[config.mk]
export PLATFORM = sky130hd
export DESIGN_NAME = timer_sequencer_flat
export DESIGN_NICKNAME = d
export VERILOG_FILES = /design/src/rtl/timer_pkg.sv /design/src/rtl/timer_sequencer_if.sv /design/src/rtl/timer_prescaler.sv /design/src/rtl/timer_sequencer.sv /design/src/flat_wrapper.sv
export SDC_FILE = /design/constraint.sdc
export NUM_CORES = 1
export LEC_CHECK = 0
export CORE_MARGIN = 5
export CORE_UTILIZATION = 35
export DETAILED_ROUTE_END_ITERATION = 10
export GPL_ROUTABILITY_DRIVEN = 0
export PLACE_DENSITY = 0.54
export SYNTH_ARGS = -nofsm -noshare
export SYNTH_HDL_FRONTEND = slang
export SYNTH_HIERARCHICAL = 1
export SYNTH_SLANG_ARGS = --single-unit
export TNS_END_PERCENT = 30
[constraint.sdc]
create_clock -name clock -period 3.4 [get_ports clock]
set_clock_uncertainty 0.1 [all_clocks]
set_input_delay 0.68 -clock clock [delete_from_list [all_inputs] [get_ports clock]]
set_output_delay 0.68 -clock clock [all_outputs]
set_load 0.01 [all_outputs]
[src/rtl/timer_pkg.sv]
// Shared command and state encodings for the interval-timer controller.
package timer_pkg;

   typedef enum logic [1:0] {
      OP_START  = 2'd0,
      OP_STOP   = 2'd1,
      OP_PAUSE  = 2'd2,
      OP_RESUME = 2'd3
   } op_t;

   typedef enum logic [1:0] {
      ST_IDLE  = 2'd0,
      ST_RUN   = 2'd1,
      ST_PAUSE = 2'd2,
      ST_DONE  = 2'd3
   } state_t;

endpackage

[src/rtl/timer_sequencer_if.sv]
// Command channel of the timer: valid/ready handshake plus the error response.
interface timer_sequencer_if #(
   parameter int WIDTH          = 4,
   parameter int PRESCALE_WIDTH = 4
) ();
   import timer_pkg::*;

   logic                      cmd_valid;
   logic                      cmd_ready;
   op_t                       cmd_op;
   logic [WIDTH-1:0]          cmd_period;
   logic [PRESCALE_WIDTH-1:0] cmd_prescale;
   logic                      cmd_periodic;
   logic                      cmd_error;

   modport master (
      output cmd_valid, cmd_op, cmd_period, cmd_prescale, cmd_periodic,
      input  cmd_ready, cmd_error
   );

   modport slave (
      input  cmd_valid, cmd_op, cmd_period, cmd_prescale, cmd_periodic,
      output cmd_ready, cmd_error
   );

endinterface

[src/rtl/timer_prescaler.sv]
// Divide-by-(divisor+1) enable generator; tick is combinational so the
// sequencer sees it in the same cycle the count reaches the divisor.
module timer_prescaler #(
   parameter int PRESCALE_WIDTH = 4
) (
   input  logic                      clock,
   input  logic                      reset,
   input  logic                      clear,
   input  logic                      enable,
   input  logic [PRESCALE_WIDTH-1:0] divisor,
   output logic                      tick
);

   localparam logic [PRESCALE_WIDTH-1:0] ONE = PRESCALE_WIDTH'(1);

   logic [PRESCALE_WIDTH-1:0] r_count;

   assign tick = enable && (r_count == divisor);

   // Clear has priority so a restart always begins a fresh division interval.
   always_ff @(posedge clock or negedge reset) begin
      if (!reset) begin
         r_count <= '0;
      end else if (clear) begin
         r_count <= '0;
      end else if (enable) begin
         r_count <= tick ? '0 : (r_count + ONE);
      end
   end

endmodule

[src/rtl/timer_sequencer.sv]
// Interval-timer controller: command FSM, period compare and count register,
// driven by a prescaled tick from timer_prescaler.
module timer_sequencer
   import timer_pkg::*;
#(
   parameter int WIDTH          = 4,
   parameter int PRESCALE_WIDTH = 4
) (
   input  logic             clock,
   input  logic             reset,
   timer_sequencer_if.slave bus,
   output logic [WIDTH-1:0] value,
   output logic [1:0]       state,
   output logic             expire
);

   localparam logic [WIDTH-1:0] ONE = WIDTH'(1);

   state_t                    r_state;
   logic [WIDTH-1:0]          r_value;
   logic [WIDTH-1:0]          r_period;
   logic [PRESCALE_WIDTH-1:0] r_prescale;
   logic                      r_periodic;
   logic                      r_expire;
   logic                      r_error;
   logic                      r_ready;

   logic w_accept;
   logic w_start;
   logic w_count_en;
   logic w_tick;

   // Any accepted command pre-empts counting in that cycle, so a colliding tick is lost.
   assign w_accept   = bus.cmd_valid && r_ready;
   assign w_start    = w_accept && (bus.cmd_op == OP_START);
   assign w_count_en = (r_state == ST_RUN) && !w_accept;

   timer_prescaler #(
      .PRESCALE_WIDTH(PRESCALE_WIDTH)
   ) u_prescaler (
      .clock  (clock),
      .reset  (reset),
      .clear  (w_start),
      .enable (w_count_en),
      .divisor(r_prescale),
      .tick   (w_tick)
   );

   // Command handling, tick-driven counting and the registered pulse outputs.
   always_ff @(posedge clock or negedge reset) begin
      if (!reset) begin
         r_state    <= ST_IDLE;
         r_value    <= '0;
         r_period   <= '0;
         r_prescale <= '0;
         r_periodic <= 1'b0;
         r_expire   <= 1'b0;
         r_error    <= 1'b0;
         r_ready    <= 1'b0;
      end else begin
         r_ready  <= 1'b1;
         r_expire <= 1'b0;
         r_error  <= 1'b0;
         if (w_accept) begin
            case (bus.cmd_op)
               OP_START: begin
                  r_value    <= '0;
                  r_period   <= bus.cmd_period;
                  r_prescale <= bus.cmd_prescale;
                  r_periodic <= bus.cmd_periodic;
                  r_state    <= ST_RUN;
               end
               OP_STOP: begin
                  if (r_state == ST_IDLE) r_error <= 1'b1;
                  else                    r_state <= ST_IDLE;
               end
               OP_PAUSE: begin
                  if (r_state == ST_RUN) r_state <= ST_PAUSE;
                  else                   r_error <= 1'b1;
               end
               OP_RESUME: begin
                  if (r_state == ST_PAUSE) r_state <= ST_RUN;
                  else                     r_error <= 1'b1;
               end
            endcase
         end else if (w_tick) begin
            if (r_value == r_period) begin
               r_expire <= 1'b1;
               if (r_periodic) r_value <= '0;
               else            r_state <= ST_DONE;
            end else begin
               r_value <= r_value + ONE;
            end
         end
      end
   end

   assign value         = r_value;
   assign state         = r_state;
   assign expire        = r_expire;
   assign bus.cmd_ready = r_ready;
   assign bus.cmd_error = r_error;

endmodule
[src/flat_wrapper.sv]
// flat-port wrapper written by rule: the top's interface ports become plain ports
module timer_sequencer_flat import timer_pkg::*;
#(
   parameter int WIDTH          = 4,
   parameter int PRESCALE_WIDTH = 4
)
  (clock, reset, value, state, expire, bus_cmd_valid, bus_cmd_op, bus_cmd_period, bus_cmd_prescale, bus_cmd_periodic, bus_cmd_ready, bus_cmd_error);
  timer_sequencer_if #(.WIDTH(WIDTH), .PRESCALE_WIDTH(PRESCALE_WIDTH)) bus_i ();
  input  logic clock;
  input  logic reset;
  output logic [WIDTH-1:0] value;
  output logic [1:0] state;
  output logic expire;
  input wire logic [$bits(bus_i.cmd_valid)-1:0] bus_cmd_valid;
  input wire logic [$bits(bus_i.cmd_op)-1:0] bus_cmd_op;
  input wire logic [$bits(bus_i.cmd_period)-1:0] bus_cmd_period;
  input wire logic [$bits(bus_i.cmd_prescale)-1:0] bus_cmd_prescale;
  input wire logic [$bits(bus_i.cmd_periodic)-1:0] bus_cmd_periodic;
  output wire logic [$bits(bus_i.cmd_ready)-1:0] bus_cmd_ready;
  output wire logic [$bits(bus_i.cmd_error)-1:0] bus_cmd_error;
  assign bus_i.cmd_valid = bus_cmd_valid;
  assign bus_i.cmd_op = bus_cmd_op;
  assign bus_i.cmd_period = bus_cmd_period;
  assign bus_i.cmd_prescale = bus_cmd_prescale;
  assign bus_i.cmd_periodic = bus_cmd_periodic;
  assign bus_cmd_ready = bus_i.cmd_ready;
  assign bus_cmd_error = bus_i.cmd_error;
  timer_sequencer #(.WIDTH(WIDTH), .PRESCALE_WIDTH(PRESCALE_WIDTH)) u_core (.clock(clock), .reset(reset), .bus(bus_i), .value(value), .state(state), .expire(expire));
endmodule
==> flow_summary_export.csv <==
group,metric,value,unit
timing,setup_viol,0,
synth,synth_fp_nets,130,
timing,rsz0062_at_grt,"no",
worst_hold_path,holdPathStages,1,
global_routing,overflow,0,
synth,synthArstFlopShare,100,%
critical_path,cp-start-kind,"primary input",
floorplanning,die_area,0.00463,mm²
clock_network,cts.sinks,22,
synth,synth_edf_count,0,
critical_path,reg2reg_slack,1320,ps
clock_network,clkSlewWorstSetupHoldPaths,130,ps
synth,synth-simple-area-share,17.0,%
synth,ys_warn_count,6,
placement,portBuffers,22,
routing,wire_per_inst,12.4,µm
pwr,pwr_density_cell,673,mW/mm²
clock_network,cts_max_level,1,
critical_path,critPathCaptureType,"flop",
timing,clock.fmax,421,MHz
synth,yosysTopAreaCellShare,46.7,%
floorplanning,pin_count,23,
synth,synthMuxAreaShare,10.3,%
placement,place_area,0.00145,mm²
synth,synth_seq_cells,22,
finish,n_antenna_cell,0,
placement,dp.cells,177,
critical_path,critPathMaxFanout,6,
placement,pre_cts_ws,740,ps
synth,synth_compound_area_share,9.98,%
synth,synth.top_cells.by_count,"dfrtp_1, nand2_1, mux2_2",
global_routing,grt_max_degree,23,
synth,synth.distinct_cells,33,
routing,totalWireLength,2240,µm
floorplanning,dieHeight,68.0,µm
clock_network,cts_buffers,3,
routing,drcViolationCount,0,
timing,hold_slack,446,ps
timing,drv_slew,0,
synth,synthTopCellsByArea,"dfrtp_1, mux2_2, ha_1",
clock_network,postCtsSetupBuffers,0,
global_routing,grt_use_total,11.1,%
clock_network,clockBufferDepth,2,
timing,hold_viol,0,
finish,fin_cells,181,
critical_path,critPathRequiredTime,3540,ps
routing,via_per_inst,4.68,
floorplanning,die_w,68.0,µm
clock_network,clk_latency,310,ps
timing,finalCritPeriodShare,69.9,%
routing,vias,847,
timing,tightestPinTransition,966,ps
worst_hold_path,hold_path.class,"reg2reg",
run_status,outcome,"finished, final reports clean",
global_routing,grt_pass1_vias,875,
clock_network,post_cts_resized,0,
pwr,irDropWorstVdd,0.000314,V
run,drv_cap,0,
synth,synth_sequential_area_ratio,46.7,%
timing,layout_min_cycle_time,2380,ps
finish,final_util,45.4,%
synth,synth-xor-area-share,6.69,%
synth,syn_inst,110,
finish,area.growth.synth_to_final,27.6,%
pwr,finalPower,1.01,mW
routing,drt-initial-drc-count,40,
synth,synth_area_leader_cell,"dfrtp_1",
routing,first_pass_iters,4,
global_routing,grt_antenna_before_repair,0,
synth,avgSynthCellArea,10.7,µm²
synth,synth-adder-area-share,6.37,%
finish,nets,156,
critical_path,ff2ff_path_depth,7,
critical_path,crit_type,"in2reg",
placement,hpwlAfterDp,1690,µm
synth,ys.flop_type,"dfrtp_1",
clock_network,cts_tree,"yes",
floorplanning,initial_core_util,35.6,%
floorplanning,coreArea,0.00331,mm²
timing,fin_ws,1020,ps
routing,ant_nets,0,
critical_path,crit_arrival,2520,ps
finish,drive_gt1_share,15.6,%
synth,synth_top_family_by_area,"simple AND/OR/NAND/NOR gates",
timing,finalSetupTns,0,ps
global_routing,grt_pass1_wl,3890,µm
clock_network,postCtsHoldBufs,0,
finish,stdcell_area,0.00150,mm²
clock_network,cts_root_buf,"clkbuf_4",
pwr,p_leak,0.669,nW
synth,synth_area,0.00118,mm²
timing,maxSlewHeadroom,35.4,%
synth,yosysMostFrequentCell,"dfrtp_1",
floorplanning,num_rows,21,
==> sequential cells by signal, indices dropped and copies added, names as in the netlist <==
signal	cells
u_core/u_prescaler/r_count	4
u_core/r_prescale	4
u_core/r_periodic	1
u_core/bus.cmd_ready	1
u_core/bus.cmd_error	1
u_core/value	4
u_core/state	2
u_core/expire	1
u_core/r_period	4
==> critical path: stages <==
cell and delay, ps:
clkdlybuf4s50_1 460, a21oi_1 380, inv_1 170, nor2_1 120, a21bo_2 260, or2_1 270, o22ai_1 170
==> power breakdown <==
part           switching (mW)  total, mW  internal (mW)
registers              0.0905      0.427          0.336
clock network          0.0827      0.202          0.119
logic                   0.182      0.383          0.201
total                   0.356       1.01          0.656
==> cell usage in the layout, fill, tap and decap left out, types with 2 or more instances in the layout <==
| cell type | n |
|---|---|
| a21oi_1 | 7 |
| and3_2 | 2 |
| clkbuf_4 | 3 |
| clkdlybuf4s50_1 | 22 |
| dfrtp_1 | 22 |
| ha_1 | 6 |
| inv_1 | 7 |
| mux2_2 | 9 |
| mux2i_1 | 2 |
| nand2_1 | 10 |
| nand2b_1 | 2 |
| nand3_1 | 4 |
| nor2_1 | 7 |
| o22ai_1 | 3 |
| or2_1 | 2 |
| xnor2_1 | 4 |
| xor2_1 | 5 |
==> logic make-up (layout without fill, tap and decap cells) <==
group | count (synthesis) | in the layout
AO/OA/AOI/OAI | 18 | 18
XOR/XNOR | 9 | 9
adder cells (fa/ha/maj) | 6 | 6
buffers and inverters | 8 | 33
flip-flops | 22 | 22
multiplexers | 11 | 11
other | 1 | 1
AND/OR/NAND/NOR | 35 | 35
==> per-layer routing <==
| layer | part of all wire [%] | up-vias | track usage, % |
|---|---|---|---|
| li1 | - | 424 | - |
| met1 | 46 | 402 | 14.1 |
| met2 | 48 | 17 | 17.8 |
| met3 | 5.5 | 4 | 2.96 |
| met4 | 1.2 | 0 | 4.47 |
| met5 | 0 | - | 0 |
==> final cells by class <==
type,count,area (µm²)
clock buffer,3,22.5
clock inverter,1,30.0
fill,327,1810
inverter,7,26.3
multi-input combinational,80,597
sequential,22,551
tap,46,57.6
timing repair buffer,22,220
==> worst paths after layout <==
check                                                   endpoint                          start
max in group asynchronous            u_core/state[1]$_DFFE_PN0P_                          reset
worst max register to register       u_core/value[3]$_DFFE_PN0P_    u_core/state[1]$_DFFE_PN0P_
min in group asynchronous       u_core/r_prescale[3]$_DFFE_PN0P_                          reset
worst min register to register     u_core/r_periodic$_DFFE_PN0P_  u_core/r_periodic$_DFFE_PN0P_
worst min-delay path               u_core/r_periodic$_DFFE_PN0P_  u_core/r_periodic$_DFFE_PN0P_
worst max-delay path                 u_core/value[3]$_DFFE_PN0P_                  bus_cmd_valid
No activity file was read; power rests on OpenSTA's default activity.
==> edit 1: new RTL, same settings <==
`WIDTH` is set to 4 in 3 places; all go to 5.
--- a/src/rtl/timer_sequencer_if.sv
+++ b/src/rtl/timer_sequencer_if.sv
@@ -1,5 +1,5 @@
 // Command channel of the timer: valid/ready handshake plus the error response.
 interface timer_sequencer_if #(
-   parameter int WIDTH          = 4,
+   parameter int WIDTH          = 5,
    parameter int PRESCALE_WIDTH = 4
 ) ();
--- a/src/rtl/timer_sequencer.sv
+++ b/src/rtl/timer_sequencer.sv
@@ -4,5 +4,5 @@
    import timer_pkg::*;
 #(
-   parameter int WIDTH          = 4,
+   parameter int WIDTH          = 5,
    parameter int PRESCALE_WIDTH = 4
 ) (
--- a/src/flat_wrapper.sv
+++ b/src/flat_wrapper.sv
@@ -2,5 +2,5 @@
 module timer_sequencer_flat import timer_pkg::*;
 #(
-   parameter int WIDTH          = 4,
+   parameter int WIDTH          = 5,
    parameter int PRESCALE_WIDTH = 4
 )
Ports: changed (resized bus_cmd_period and value); port bits go from 23 to 25. The function was not compared with the original's and may differ.
==> edit 1 against the original RTL <==
  * Sequential cell count is 2 higher
  * Wire length is 39% higher
  * Setup slack worse by 0.40 ns
  * Combinational power is 5% lower
  * Design area is 12% higher
  * Power is 4.0% lower
  * Synthesized area is 14% higher
  * Critical path type unchanged
  * Largest cell class unchanged
  * Largest power group unchanged
  * Highest routed layer unchanged
==> edit 1: results (changes against the original RTL) <==
stage;metric;value;unit;change
worst_setup_path;rr_startpoint;u_core/bus.cmd_ready;;
placement;port_buffers;24;;+9.1%
power_and_ir_drop;seq_power;440;uW;+3%
global_route;grt_pass1_vias;1204;;+38%
synth;synth_nets;169;;+30%
placement;dp_slack;0.356;ns;-0.385 ns
layout;drive_above_1_share;7.51;%;-8.0 points
route;vias;1124;;+33%
clock_tree;worst_skew_pair.late_latency;0.27;ns;-0.04 ns
power_and_ir_drop;powerComb;364;uW;-5%
worst_setup_path;crit_arrival;2.88;ns;+0.36 ns
global_route;grt_use_met1;16.7;%;+2.6 points
synth;avgSynthCellArea;9.11;sq um;-15%
synth;yosys.cell_types.count;35;;+6.1%
outcome;status;finished clean;;
worst_setup_path;r2r_setup_slack;1.09;ns;-0.23 ns
clock_tree;cts-root-buf;clkbuf_8;;
worst_setup_path;crit_family;simple AND/OR/NAND/NOR gates;;
timing;min_period_over_period;81.8;%;+12 points
hold_path;min_from;u_core/r_period[0];;
worst_setup_path;rr_endpoint;u_core/state[0];;
global_route;use_met2;20.8;%;+3.0 points
route;wl_met2;1.42;mm;+33%
global_route;grt_pass1_wl;5.44;mm;+40%
synth;synth_commonest_cells;nand2_1 (38), dfrtp_1 (24), inv_1 (12);;
route;wl_met3;231;microns;+86%
power_and_ir_drop;leakage;0.000776;uW;+16%
route;wl_met1;1.41;mm;+39%
placement;place_hpwl;2.29;mm;+36%
worst_setup_path;path_max_fanout;9;;+3
layout;instances_no_fill;221;;+22%
placement;placed_cell_area;1640;sq um;+13%
synth;ys_seq_area_share;44.5;%;-2.2 points
hold_path;hold_end;u_core/r_period[0];;
-- edit 1: cell count changes after synthesis, moves of 3 or more --
cell       unedited run  this run
nor3_1                1         4
nand2_1              10        38
inv_1                 7        12
xor2_1                5         0
nor2_1                7         4
o22ai_1               3         0
o21ai_0               0         3
xnor2_1               4         9
mux2_2                9         1
nand3_1               4         8
o2111ai_1             1         4
a21oi_1               7         3
o211ai_1              0         4
-- edit 1: cell families after synthesis --
kind of cell,after synthesis,synth area share [%]
compound gates,23,13.4
xor+xnor,9,5.84
fa+ha+maj,6,5.57
buf+inv,16,4.82
flops,24,44.5
mux,3,2.32
other cells,1,0.278
simple gates,66,23.3
-- edit 1: final cells by class --
type / count / area (sq um)
fillers: 379 / 2000
multi-input cells: 108 / 683
flip-flops and latches: 24 / 601
repair buffers: 26 / 255
well taps: 48 / 60.1
inverters: 12 / 45.0
clock buffers: 3 / 41.3
-- edit 1: worst min-delay path, cell delays in order, from the launching register on --
cell	delay, ns
dfrtp_1	0.37
nand2_1	0.06
nand2_1	0.06
==> edit 2: new RTL, same settings <==
Without the edit above. Reset style: synchronous (`reset`), changed in 2 clocked blocks.
--- a/src/rtl/timer_prescaler.sv
+++ b/src/rtl/timer_prescaler.sv
@@ -19,5 +19,5 @@
 
    // Clear has priority so a restart always begins a fresh division interval.
-   always_ff @(posedge clock or negedge reset) begin
+   always_ff @(posedge clock) begin
       if (!reset) begin
          r_count <= '0;
--- a/src/rtl/timer_sequencer.sv
+++ b/src/rtl/timer_sequencer.sv
@@ -48,5 +48,5 @@
 
    // Command handling, tick-driven counting and the registered pulse outputs.
-   always_ff @(posedge clock or negedge reset) begin
+   always_ff @(posedge clock) begin
       if (!reset) begin
          r_state    <= ST_IDLE;
Formal check against the unedited RTL: differs if reset is asserted again (counterexample within 4 cycles, from zero or initial values and one cycle with reset low); with reset held inactive, the same outputs for 10 cycles.
==> edit 2 against the original RTL <==
  * Wire length up 9.3%
  * Setup slack worse by 0.33 ns
  * Sequential cell count unchanged
  * Synthesized area down 4.4%
  * Cell count up 8.8%
  * Design area down 3.4%
  * Critical endpoint is now u_core/value[1]
Power is not compared: it rests on default switching activity, and its combinational part moved more than twofold at a synthesized area within 25%.
==> edit 2: results (changes against the original RTL) <==
stage;metric;value;unit;change
hold_path;hold_end;u_core/r_period[0];;
layout;nets;174;;+12%
route;finalWirelength;2.45;mm;+9.3%
power_and_ir_drop;vdd_drop_max;138;uV;
hold_path;hold_path_class;flop to flop;;
clock_tree;worst_skew_pair.late_latency;0.31;ns;about the same
layout;diodes;0;;unchanged
synth;synthArstFlopShare;0;%;-100 points
worst_setup_path;path_max_fanout;5;;-1
clock_tree;post_cts_buffers;0;;unchanged
outcome;status;finished clean;;
global_route;grt_pass1_wl;3.95;mm;+1.6%
clock_tree;cts_made_buffers;3;;unchanged
worst_setup_path;r2r_setup_slack;1.10;ns;-0.22 ns
worst_setup_path;rr_startpoint;u_core/u_prescaler/r_count[1];;
worst_setup_path;r2r_cells;7;;unchanged
clock_tree;ctsHtreeMaxLevel;1;;unchanged
synth;yosys.cell_types.count;37;;+12%
clock_tree;cts.clk_slew.worst_paths;0.13;ns;about the same
placement;port_buffers;22;;unchanged
placement;place_hpwl;1.84;mm;+9.2%
synth;ys.flop_type;dfxtp_1;;
synth;synth_edf_count;0;;unchanged
power_and_ir_drop;leakage;0.000540;uW;
hold_path;min_from;u_core/r_period[0];;
synth;synth_nets;147;;+13%
route;dr.pass1.iters;4;;unchanged
clock_tree;cts_resized;0;;unchanged
hold_path;hold_path_depth;2;;+1
layout;drive_above_1_share;7.19;%;-8.4 points
layout;nFillCells;304;;-7.0%
global_route;antenna_found_initial;0;;unchanged
synth;ys_seq_area_share;39.1;%;-7.6 points
synth;synth_area_leaders;dfxtp_1 (39%), nand2_1 (8.3%), ha_1 (6.7%);;
global_route;grt_usage;11.7;%;+0.64 points
route;avgViaCountPerCell;4.92;;+5.1%
clock_tree;cts-root-buf;clkbuf_4;;
synth;synth_commonest_cells;nand2_1 (25), dfxtp_1 (22), a21oi_1 (10);;
clock_tree;cts_buffer_depth;2;;unchanged
global_route;grt_max_degree;15;;-35%
timing;worst_pin_slew;0.480;ns;-0.486 ns
synth;yosysWarnings;6;;unchanged
route;drtIter0Drc;60;;+50%
worst_setup_path;rr_endpoint;u_core/value[1];;
global_route;grt_pass1_vias;890;;+1.7%
-- edit 2: changes by cell type after synthesis, moves of 4 or more --
cell	change
nand2_1	+15
dfrtp_1	-22
nor2_1	-5
o31a_1	+4
mux2_2	-9
dfxtp_1	+22
-- edit 2: cells by family after synthesis --
group | count (synthesis) | synth area share [%]
simple gates | 47 | 21.0
flops | 22 | 39.1
xor+xnor | 9 | 7.66
mux | 2 | 1.78
buf+inv | 13 | 5.55
fa+ha+maj | 6 | 6.66
compound gates | 28 | 18.3
-- edit 2: worst max path at each step --
stage | start | endpoint | slack [ns]
floorplan | bus_cmd_valid | u_core/value[1] | 0.85
global placement | bus_cmd_valid | u_core/value[2] | 0.48
detailed placement | bus_cmd_valid | u_core/value[1] | 0.36
CTS | bus_cmd_valid | u_core/value[1] | 0.69
global route | bus_cmd_valid | u_core/value[1] | 0.50
finish | bus_cmd_valid | u_core/value[1] | 0.69
-- edit 2: layer usage --
layer  track usage, %  wire length [microns]
met1             16.2                   1200
met2             17.7                   1120
met3             2.02                    112
met4             5.33                     18
met5                0                      0
-- edit 2: through the flow --
step | instances | hold slack [ns] | area [sq um] | setup slack, ns | utilization (%)
after global routing | 197 | 0.410 | 1450 | 0.497 | 47.2
after global placement | 193 | 0.360 | 1400 | 0.476 | 45.5
after floorplan | 127 | 0.348 | 1130 | 0.852 | -
final | 197 | 0.381 | 1450 | 0.692 | 47.2
after CTS | 197 | 0.386 | 1450 | 0.693 | 47.2
after detailed placement | 193 | 0.367 | 1400 | 0.356 | 45.5
-- edit 2: worst max-delay path: stages --
cell	delay (ns)
clkdlybuf4s50_1	0.43
and2_1	0.20
nor3b_1	0.26
o21a_1	0.23
and2_1	0.19
a21boi_1	0.37
nor3_1	0.08
a21oi_1	0.24
o22ai_1	0.13
-- edit 2: area by class of cell --
| class | count | share of cell area, % |
|---|---|---|
| multi-input combinational | 92 | 43.0 |
| sequential | 22 | 30.3 |
| timing repair buffer | 25 | 16.7 |
| tap | 44 | 3.79 |
| inverter | 10 | 2.58 |
| clock inverter | 1 | 2.07 |
| clock buffer | 3 | 1.55 |
-- edit 2: report_power, final --
group          leakage, uW  internal [uW]  total (uW)  switching, uW
Clock            0.0000279            119         204           85.1
Sequential        0.000178            265         272           6.99
Combinational     0.000334           43.5        82.6           39.1
Total             0.000540            427         559            131
